===== config.mk =====
export PLATFORM = sky130hd
export DESIGN_NAME = addr_map_cfg_ctrl
export DESIGN_NICKNAME = d
export VERILOG_FILES = /design/src/rtl/addr_map_cfg_pkg.sv /design/src/rtl/addr_map_rule_pkg.sv /design/src/rtl/addr_map_rule_check.sv /design/src/rtl/addr_map_cfg_ctrl.sv
export SDC_FILE = /design/constraint.sdc
export NUM_CORES = 1
export LEC_CHECK = 0
export BUFFER_PORTS_ARGS = -buffer_cell sky130_fd_sc_hd__buf_4
export CORE_MARGIN = 10
export CORE_UTILIZATION = 46
export CTS_CLUSTER_DIAMETER = 100
export DETAILED_ROUTE_END_ITERATION = 10
export PLACE_DENSITY = 0.72
export SLEW_MARGIN = 20
export SYNTH_ARGS = -nofsm -noshare
export SYNTH_HDL_FRONTEND = slang
export SYNTH_SLANG_ARGS = --single-unit

===== constraint.sdc =====
create_clock -name clk_i -period 7.36 [get_ports clk_i]
set_input_delay 1.472 -clock clk_i [delete_from_list [all_inputs] [get_ports clk_i]]
set_output_delay 1.472 -clock clk_i [all_outputs]
set_load 0.01 [all_outputs]

===== src/rtl/addr_map_cfg_pkg.sv =====
`default_nettype none
// ============================================================================
// Module      : addr_map_cfg_pkg
// Description : Types for the address-map configuration controller.
// Revision    : 1.0 - initial release
// ============================================================================
package addr_map_cfg_pkg;

    // Commit sequencer: IDLE accepts writes/commits, CHECK walks the shadow
    // map one rule per cycle, APPLY publishes the verdict for one cycle.
    typedef enum logic [1:0] {
        IDLE  = 2'd0,
        CHECK = 2'd1,
        APPLY = 2'd2
    } cfg_state_e;

endpackage : addr_map_cfg_pkg
`default_nettype wire


===== src/rtl/addr_map_rule_pkg.sv =====
`default_nettype none
// ============================================================================
// Module      : addr_map_rule_pkg
// Description : Address-map rule type shared by the address decoder and its
//               configuration controller. Each rule maps the address range
//               [start_addr, end_addr) onto decoder index idx.
// Revision    : 1.0 - initial release
// ============================================================================
package addr_map_rule_pkg;

    typedef struct packed {
        logic [31:0] idx;
        logic [31:0] start_addr;
        logic [31:0] end_addr;
    } addr_map_rule_t;

endpackage : addr_map_rule_pkg
`default_nettype wire


===== src/rtl/addr_map_rule_check.sv =====
`default_nettype none
// ============================================================================
// Module      : addr_map_rule_check
// Description : Combinational legality check for a single address-map rule.
//               A rule is legal when its index addresses an existing decoder
//               port and, for start/end rules, the range is non-empty
//               (end_addr == 0 means "up to the top of the address space").
// Ports       : rule_i  - rule under test
//               valid_o - 1 when the rule is legal
// Revision    : 1.0 - initial release
// ============================================================================
module addr_map_rule_check
    import addr_map_rule_pkg::*;
#(
    parameter int unsigned NoIndices = 32'd1,
    parameter bit          Napot     = 1'b0
) (
    input  addr_map_rule_t rule_i,
    output logic           valid_o
);

    logic w_idx_ok;
    logic w_range_ok;

    assign w_idx_ok   = (rule_i.idx < NoIndices);
    // Base/mask rules have no ordering between their two fields.
    assign w_range_ok = Napot
                      || (rule_i.start_addr < rule_i.end_addr)
                      || (rule_i.end_addr == '0);
    assign valid_o    = w_idx_ok && w_range_ok;

endmodule : addr_map_rule_check
`default_nettype wire


===== src/rtl/addr_map_cfg_ctrl.sv =====
`default_nettype none
// ============================================================================
// Module      : addr_map_cfg_ctrl
// Description : Staged configuration of an address-decoder rule map. Rules
//               are written into a shadow map, then a commit checks every
//               shadow rule (fixed NoRules-cycle latency) and, if all are
//               legal, copies the whole shadow map to the active map in one
//               edge. config_ongoing_o holds the decoder off while a commit
//               is in flight and until the first successful commit.
// Ports       : clk_i, rst_i                 - clock, sync active-high reset
//               cfg_valid_i/cfg_ready_o      - rule write handshake
//               cfg_slot_i, cfg_rule_i       - write target slot and rule
//               commit_valid_i/commit_ready_o- commit handshake
//               commit_done_o, commit_err_o  - one-cycle verdict
//               err_slot_o                   - first failing slot
//               slot_err_o                   - dropped out-of-range write
//               addr_map_o                   - active map to the decoder
//               config_ongoing_o             - decoder config_ongoing_i
// Revision    : 1.0 - initial release
// ============================================================================
module addr_map_cfg_ctrl
    import addr_map_rule_pkg::*;
    import addr_map_cfg_pkg::*;
#(
    parameter int unsigned NoIndices = 32'd1,
    parameter int unsigned NoRules   = 32'd1,
    parameter bit          Napot     = 1'b0,
    parameter int unsigned SlotWidth = (NoRules > 32'd1) ? $clog2(NoRules) : 32'd1
) (
    input  logic                         clk_i,
    input  logic                         rst_i,
    input  logic                         cfg_valid_i,
    output logic                         cfg_ready_o,
    input  logic [31:0]                  cfg_slot_i,
    input  addr_map_rule_t               cfg_rule_i,
    input  logic                         commit_valid_i,
    output logic                         commit_ready_o,
    output logic                         commit_done_o,
    output logic                         commit_err_o,
    output logic [SlotWidth-1:0]         err_slot_o,
    output logic                         slot_err_o,
    output addr_map_rule_t [NoRules-1:0] addr_map_o,
    output logic                         config_ongoing_o
);

    localparam logic [SlotWidth-1:0] c_LAST_SLOT = SlotWidth'(NoRules - 32'd1);

    cfg_state_e                   r_state;
    cfg_state_e                   w_state_next;
    logic [SlotWidth-1:0]         r_cnt;
    addr_map_rule_t [NoRules-1:0] r_shadow;
    addr_map_rule_t [NoRules-1:0] r_addr_map;
    logic                         r_fail;
    logic [SlotWidth-1:0]         r_err_slot;
    logic                         r_slot_err;
    logic                         r_ongoing;
    logic                         r_prev_ongoing;

    logic                         w_idle;
    logic                         w_cfg_fire;
    logic                         w_commit_fire;
    logic                         w_slot_ok;
    logic                         w_last;
    logic                         w_rule_ok;
    addr_map_rule_t               w_cur_rule;

    assign w_idle        = (r_state == IDLE);
    assign w_cfg_fire    = cfg_valid_i && w_idle;
    assign w_commit_fire = commit_valid_i && w_idle;
    assign w_slot_ok     = (cfg_slot_i < NoRules);
    assign w_last        = (r_cnt == c_LAST_SLOT);

    // ------------------------------------------------------------------
    // State machine
    // ------------------------------------------------------------------
    always_ff @(posedge clk_i) begin
        if (rst_i) begin
            r_state <= IDLE;
        end else begin
            r_state <= w_state_next;
        end
    end

    always_comb begin
        w_state_next = r_state;
        case (r_state)
            IDLE:    if (w_commit_fire) w_state_next = CHECK;
            CHECK:   if (w_last)        w_state_next = APPLY;
            APPLY:                      w_state_next = IDLE;
            default:                    w_state_next = IDLE;
        endcase
    end

    // Rule counter: slot i is examined in the (i+1)-th CHECK cycle.
    always_ff @(posedge clk_i) begin
        if (rst_i) begin
            r_cnt <= '0;
        end else if (r_state == CHECK && !w_last) begin
            r_cnt <= r_cnt + 1'b1;
        end else begin
            r_cnt <= '0;
        end
    end

    // ------------------------------------------------------------------
    // Shadow map; a same-cycle write lands before the first check cycle.
    // ------------------------------------------------------------------
    always_ff @(posedge clk_i) begin
        if (rst_i) begin
            r_shadow <= '0;
        end else if (w_cfg_fire) begin
            for (int i = 0; i < int'(NoRules); i++) begin
                if (cfg_slot_i == 32'(i)) begin
                    r_shadow[i] <= cfg_rule_i;
                end
            end
        end
    end

    always_ff @(posedge clk_i) begin
        if (rst_i) begin
            r_slot_err <= 1'b0;
        end else begin
            r_slot_err <= w_cfg_fire && !w_slot_ok;
        end
    end

    // ------------------------------------------------------------------
    // Rule check
    // ------------------------------------------------------------------
    always_comb begin
        w_cur_rule = '0;
        for (int i = 0; i < int'(NoRules); i++) begin
            if (r_cnt == SlotWidth'(i)) begin
                w_cur_rule = r_shadow[i];
            end
        end
    end

    addr_map_rule_check #(
        .NoIndices (NoIndices),
        .Napot     (Napot)
    ) u_rule_check (
        .rule_i  (w_cur_rule),
        .valid_o (w_rule_ok)
    );

    // Only the first failing slot is recorded; later failures are ignored
    // but the walk continues so latency never depends on the map contents.
    always_ff @(posedge clk_i) begin
        if (rst_i) begin
            r_fail     <= 1'b0;
            r_err_slot <= '0;
        end else if (w_commit_fire) begin
            r_fail     <= 1'b0;
            r_err_slot <= '0;
        end else if (r_state == CHECK && !w_rule_ok && !r_fail) begin
            r_fail     <= 1'b1;
            r_err_slot <= r_cnt;
        end
    end

    // ------------------------------------------------------------------
    // Active map and decoder hold-off
    // ------------------------------------------------------------------
    always_ff @(posedge clk_i) begin
        if (rst_i) begin
            r_addr_map <= '0;
        end else if (r_state == APPLY && !r_fail) begin
            r_addr_map <= r_shadow;
        end
    end

    // The pre-commit value is remembered so a rejected commit leaves the
    // decoder exactly as it was (still disabled if never configured).
    always_ff @(posedge clk_i) begin
        if (rst_i) begin
            r_ongoing      <= 1'b1;
            r_prev_ongoing <= 1'b1;
        end else if (w_commit_fire) begin
            r_prev_ongoing <= r_ongoing;
            r_ongoing      <= 1'b1;
        end else if (r_state == APPLY) begin
            r_ongoing      <= r_fail ? r_prev_ongoing : 1'b0;
        end
    end

    assign cfg_ready_o      = w_idle;
    assign commit_ready_o   = w_idle;
    assign commit_done_o    = (r_state == APPLY);
    assign commit_err_o     = (r_state == APPLY) && r_fail;
    assign err_slot_o       = r_err_slot;
    assign slot_err_o       = r_slot_err;
    assign addr_map_o       = r_addr_map;
    assign config_ongoing_o = r_ongoing;

endmodule : addr_map_cfg_ctrl
`default_nettype wire


# After elaboration in Yosys (flattened, before gate mapping)
# Cells that the tools add are included.
# word_totals
regBits	200
latch_bits	0
ram_bits	0
rom_bits	0
input_bits	132
output_inout_bits	103
wordCells	47
n_memories	0
# op_classes
add_sub_neg	1
n_mul	0
n_div	0
order_cmp	3
n_eq_ne	4
shifts	0
muxes	5
bitwise	1
reduce_logical	20
# op_table
op	count
two-way mux 96 bit	1
zero test 32 bit	2
< comparator 32 x 1 -> 1 bit, second input constant	2
< comparator 32 bit	1
logical AND 1 bit	9
two-way mux 2 bit	2
one-hot mux 2 bit (2 select lines)	1
AND reduction 2 bit	2
OR reduction 2 bit	2
zero test 1 bit	3
== test 2 x 1 -> 1 bit, second input constant	1
== test 2 bit, second input constant	1
zero test 2 bit	1
!= test 2 x 1 -> 1 bit, second input constant	1
!= test 2 bit, second input constant	1
adder 1 bit, second input constant	1
logical OR 1 bit	1
two-way mux 1 bit	1
NOT 1 bit	1

# Logic depth before layout (Yosys ltp)
# depth
depth_word	7
ltp_mapped	10

# Hierarchy
# A second synthesis with hierarchy kept.
# hier_totals
cells_unflattened	1119
hier_area_um2	9496.6
# modules_own_cells
mod	instances	cells_each	area_each_um2
addr_map_cfg_ctrl	1	984	8584.5
addr_map_rule_check	1	135	912.1

# Worst setup path after synthesis
# OpenSTA, ideal clock, no wires.
# synth_timing
kind	input-to-reg
start	input cfg_slot_i[11]
end	register r_shadow[28] in the netlist's numbering
t_arrival_ps	2762
t_required_ps	7228
setup_slack_ps	4465
stages	8
cell_sequence	nor4_1 > nand4_1 > nor3_1 > nand3_1 > buf_2 > buf_2 > nand2_1 > a21oi_1
# synth_via
elab_chain_cells	2
# synth_rtl
element	line	rtl
start, declared	addr_map_cfg_ctrl.sv:34	input logic [31:0] cfg_slot_i,
zero test 32 bit	addr_map_cfg_ctrl.sv:113	if (cfg_slot_i == 32'(i)) begin
AND reduction 2 bit (no line)	n/a	
end signal, assigned by index	addr_map_cfg_ctrl.sv:114	r_shadow[i] <= cfg_rule_i;
end, declared	addr_map_cfg_ctrl.sv:51	addr_map_rule_t [NoRules-1:0] r_shadow;
# Every way passes these cells.
# A chain may end at the register's enable or synchronous reset.

# Worst setup path after layout
# layout_timing
start	input cfg_slot_i[11]
end	register r_shadow[82] in the netlist's numbering
# Same word-level chain as after synthesis.

==> metrics.md <==
| Metric | Value |
|---|---|
| Worst hold endpoint | `addr_map_o[84]$_SDFFE_PP0P_` |
| CTS Buf Count | `17` |
| Final core occ | `0.607` |
| Outcome | `completed` |
| Crit Reg-Reg Startpoint | `r_cnt$_SDFF_PP0_` |
| Startpoint types | `input pin` |
| Fill cell count | `about 1600` |
| RSZ-0062 raised after global routing | `false` |
| Final min period | `between 3000 and 4000 ps` |
| Total wire length | `roughly 24000 um` |
| Congestion Overflow GR | `0` |
| Leakage | `4.05 nW` |
| Worst EP required | `7710 ps` |
| Buffers on Ports | `approximately 230` |
| Global placement routability congestion | `just over 0.8` |
| NumNets Final | `1398` |
| CORE AREA | `~17000 um2` |
| Non-Filler Instances | `1471` |
| Worst-Skew Late Latency | `430 ps` |
| Fraction of the cycle the final worst path needs | `0.469` |
| Share of cells above drive strength 1 | `0.220` |
| Starting DRC count in detailed routing | `463` |
| DR pass1 iterations | `5` |
| R2r endpoint | `err_slot_o$_SDFFE_PP0P_` |
| Hold Startpoint | `addr_map_o[84]$_SDFFE_PP0P_` |
| DR DRC count | `0` |
| Critical path capture point type | `register` |
| Slew @ Worst Pin | `slightly above 1000 ps` |
| First-pass GRT wire length | `38700 um` |
| R2R depth | `8` |
| Slew Viols, Final | `0` |
| Syn_nets | `between 1000 and 1500` |
| Yosys top cell area share | `0.494` |
| Cell Pwr Density | `approximately 200 nW/um2` |
| Post-synth cell types | `34` |
| Post-route ant nets | `0` |
| Syn Area/Cell | `7.74 um2` |
| Setup TNS | `0 ps` |
| Register bit total from synthesis | `200` |
| Die height | `153 um` |
| Crit path max fanout | `50` |
| Worst hold path type | `reg -> reg` |
| Clock sink count | `200` |
| CTS tree | `yes` |
| Die Wd | `153 um` |
| Mapped cell area | `around 8000 um2` |
| Max-cap violations | `0` |
| Area of the die | `roughly 23000 um2` |
| Drt via density | `5.13` |
| Area of the multi-input gates | `3820 um2` |
| Cell type with the largest total area after synthesis | `dfxtp_1` |
| R2r setup slk | `4030 ps` |
| Initial core utilization | `0.468` |
| Final hold vios | `0` |
| Seq/Total Area, Yosys | `0.494` |
| Clock skew | `8.16 ps` |
| Synth top area cells | `dfxtp_1, nand2_1, a21oi_1` |
| Initial antenna violation count | `0` |
| F_max | `slightly below 300 MHz` |
| Top Ports | `235` |
| Crit path DAT | `3810 ps` |
| Post-synth EDFFs | `0` |
| Clk buf depth | `2` |
| Vias in the first global route | `7374` |
| Synth warn | `0` |
| Layout area overhead | `29.6%` |
| ANT cells | `0` |
| Tot GR Track Use | `0.199` |
| Routed wire per std cell | `16.3 um` |
| Critical path class | `in -> reg` |
| Async S/R FF share, synth | `0` |
| Worst-path clk slew | `60 ps` |
| Clock Tree Root | `clkbuf_16` |
| Reg area | `4010 um2` |
| Post-CTS Hold Buffers | `0` |
| Max VDD drop | `about 0.00016 V` |
| Post-CTS Setup Inserts | `0` |
| Min Hold Slack | `between 400 and 500 ps` |
| Cts repair resizes | `0` |
| Via count | `~7600` |
| Hold Path Cell Cnt | `2` |
| Ys flop type | `dfxtp_1` |
| Max H-tree Level | `4` |
| Slew HR | `0.310` |
| Synth Instances | `approximately 1000` |
| Largest net degree at the start of global routing | `127` |
| Total power | `2.09 mW` |
| Placed instance count | `between 1000 and 1500` |
| Hpwl dp | `16600 um` |
| Std-Cell Rows | `48` |
| Final setup violation count | `0` |
[final cells by class]
type,count,share of cell area
flip-flops and latches,200,0.382
multi-input cells,775,0.364
repair buffers,239,0.173
clock buffers,18,0.0409
well taps,225,0.0268
clock inverters,12,0.0122
inverters,2,0.000715
[cells in the mapped netlist, types with 6 or more instances]
master and number:
nand2_1 401, a21oi_1 204, dfxtp_1 200, clkbuf_1 47, nand2b_1 33, ha_1 31, nor2b_1 31, nor4_1 26
buf_2 12, nor2_1 8, o21ai_0 8, nand4_1 7, buf_4 6
[report_power, final]
part / switching [mW] / internal, mW
Sequential: 0.00575 / 1.08
Combinational: 0.0441 / 0.0520
Clock: 0.407 / 0.497
Total: 0.457 / 1.63
[stage by stage]
step,cell area [um2],setup slack [ps]
5_1_grt,10500,3640
6_report,10500,3910
3_5_place_dp,9900,3240
4_1_cts,10500,3650
2_1_floorplan,8100,4470
3_3_place_gp,9900,3300
[state kept, by name (all words and copies together) (netlist names)]
signal / flops
addr_map_o: 96
r_shadow: 96
r_state: 2
config_ongoing_o: 1
err_slot_o: 1
r_cnt: 1
r_fail: 1
r_prev_ongoing: 1
slot_err_o: 1
[worst max-delay path, stage by stage]
cell,delay (ps)
buf_4,110
nor4_1,380
nand4_1,240
nor4_4,170
buf_4,490
buf_4,550
nand2_1,170
a21oi_1,140
[worst max-delay path by stage]
stage | start | end | cells after the start
after detailed placement | cfg_slot_i[11] | r_shadow[38]$_SDFFE_PP0P_ | 7
after global routing | r_cnt$_SDFF_PP0_ | err_slot_o$_SDFFE_PP0P_ | 8
after floorplan | cfg_slot_i[11] | r_shadow[28]$_SDFFE_PP0P_ | 8
after global placement | cfg_slot_i[11] | r_shadow[29]$_SDFFE_PP0P_ | 7
final | cfg_slot_i[11] | r_shadow[82]$_SDFFE_PP0P_ | 8
after CTS | cfg_slot_i[11] | r_shadow[14]$_SDFFE_PP0P_ | 7
[logic make-up (layout without fill, tap and decap cells)]
family,after synthesis,in the layout,synth area share
simple gates,517,517,0.274
buf+inv,72,271,0.0380
fa+ha+maj,31,31,0.0479
other cells,1,1,0.000463
flops,200,200,0.494
compound gates,225,225,0.144
mux,1,1,0.00124
[routing by layer]
layer	vias to the layer above	GRT usage	wire, um
li1	3838	-	-
met1	3479	0.245	10400
met2	215	0.313	11100
met3	21	0.0844	2200
met5	-	0	0
met4	0	0.0518	245
[cells in the final DEF (no fill, tap or decap), types with 2 or more instances in the layout]
cell	instances
a21boi_0	2
nand4_1	7
clkinv_2	5
nor4_1	26
dfxtp_1	199
inv_6	2
a21oi_1	204
clkinv_4	2
ha_1	31
nor2b_1	31
nor2_1	7
nand2_1	400
o21ai_0	8
bufinv_16	2
nand2b_1	33
nor3_1	5
buf_4	237
inv_1	2
clkbuf_16	17
o211ai_1	2
(Power assumes the default switching activity.)
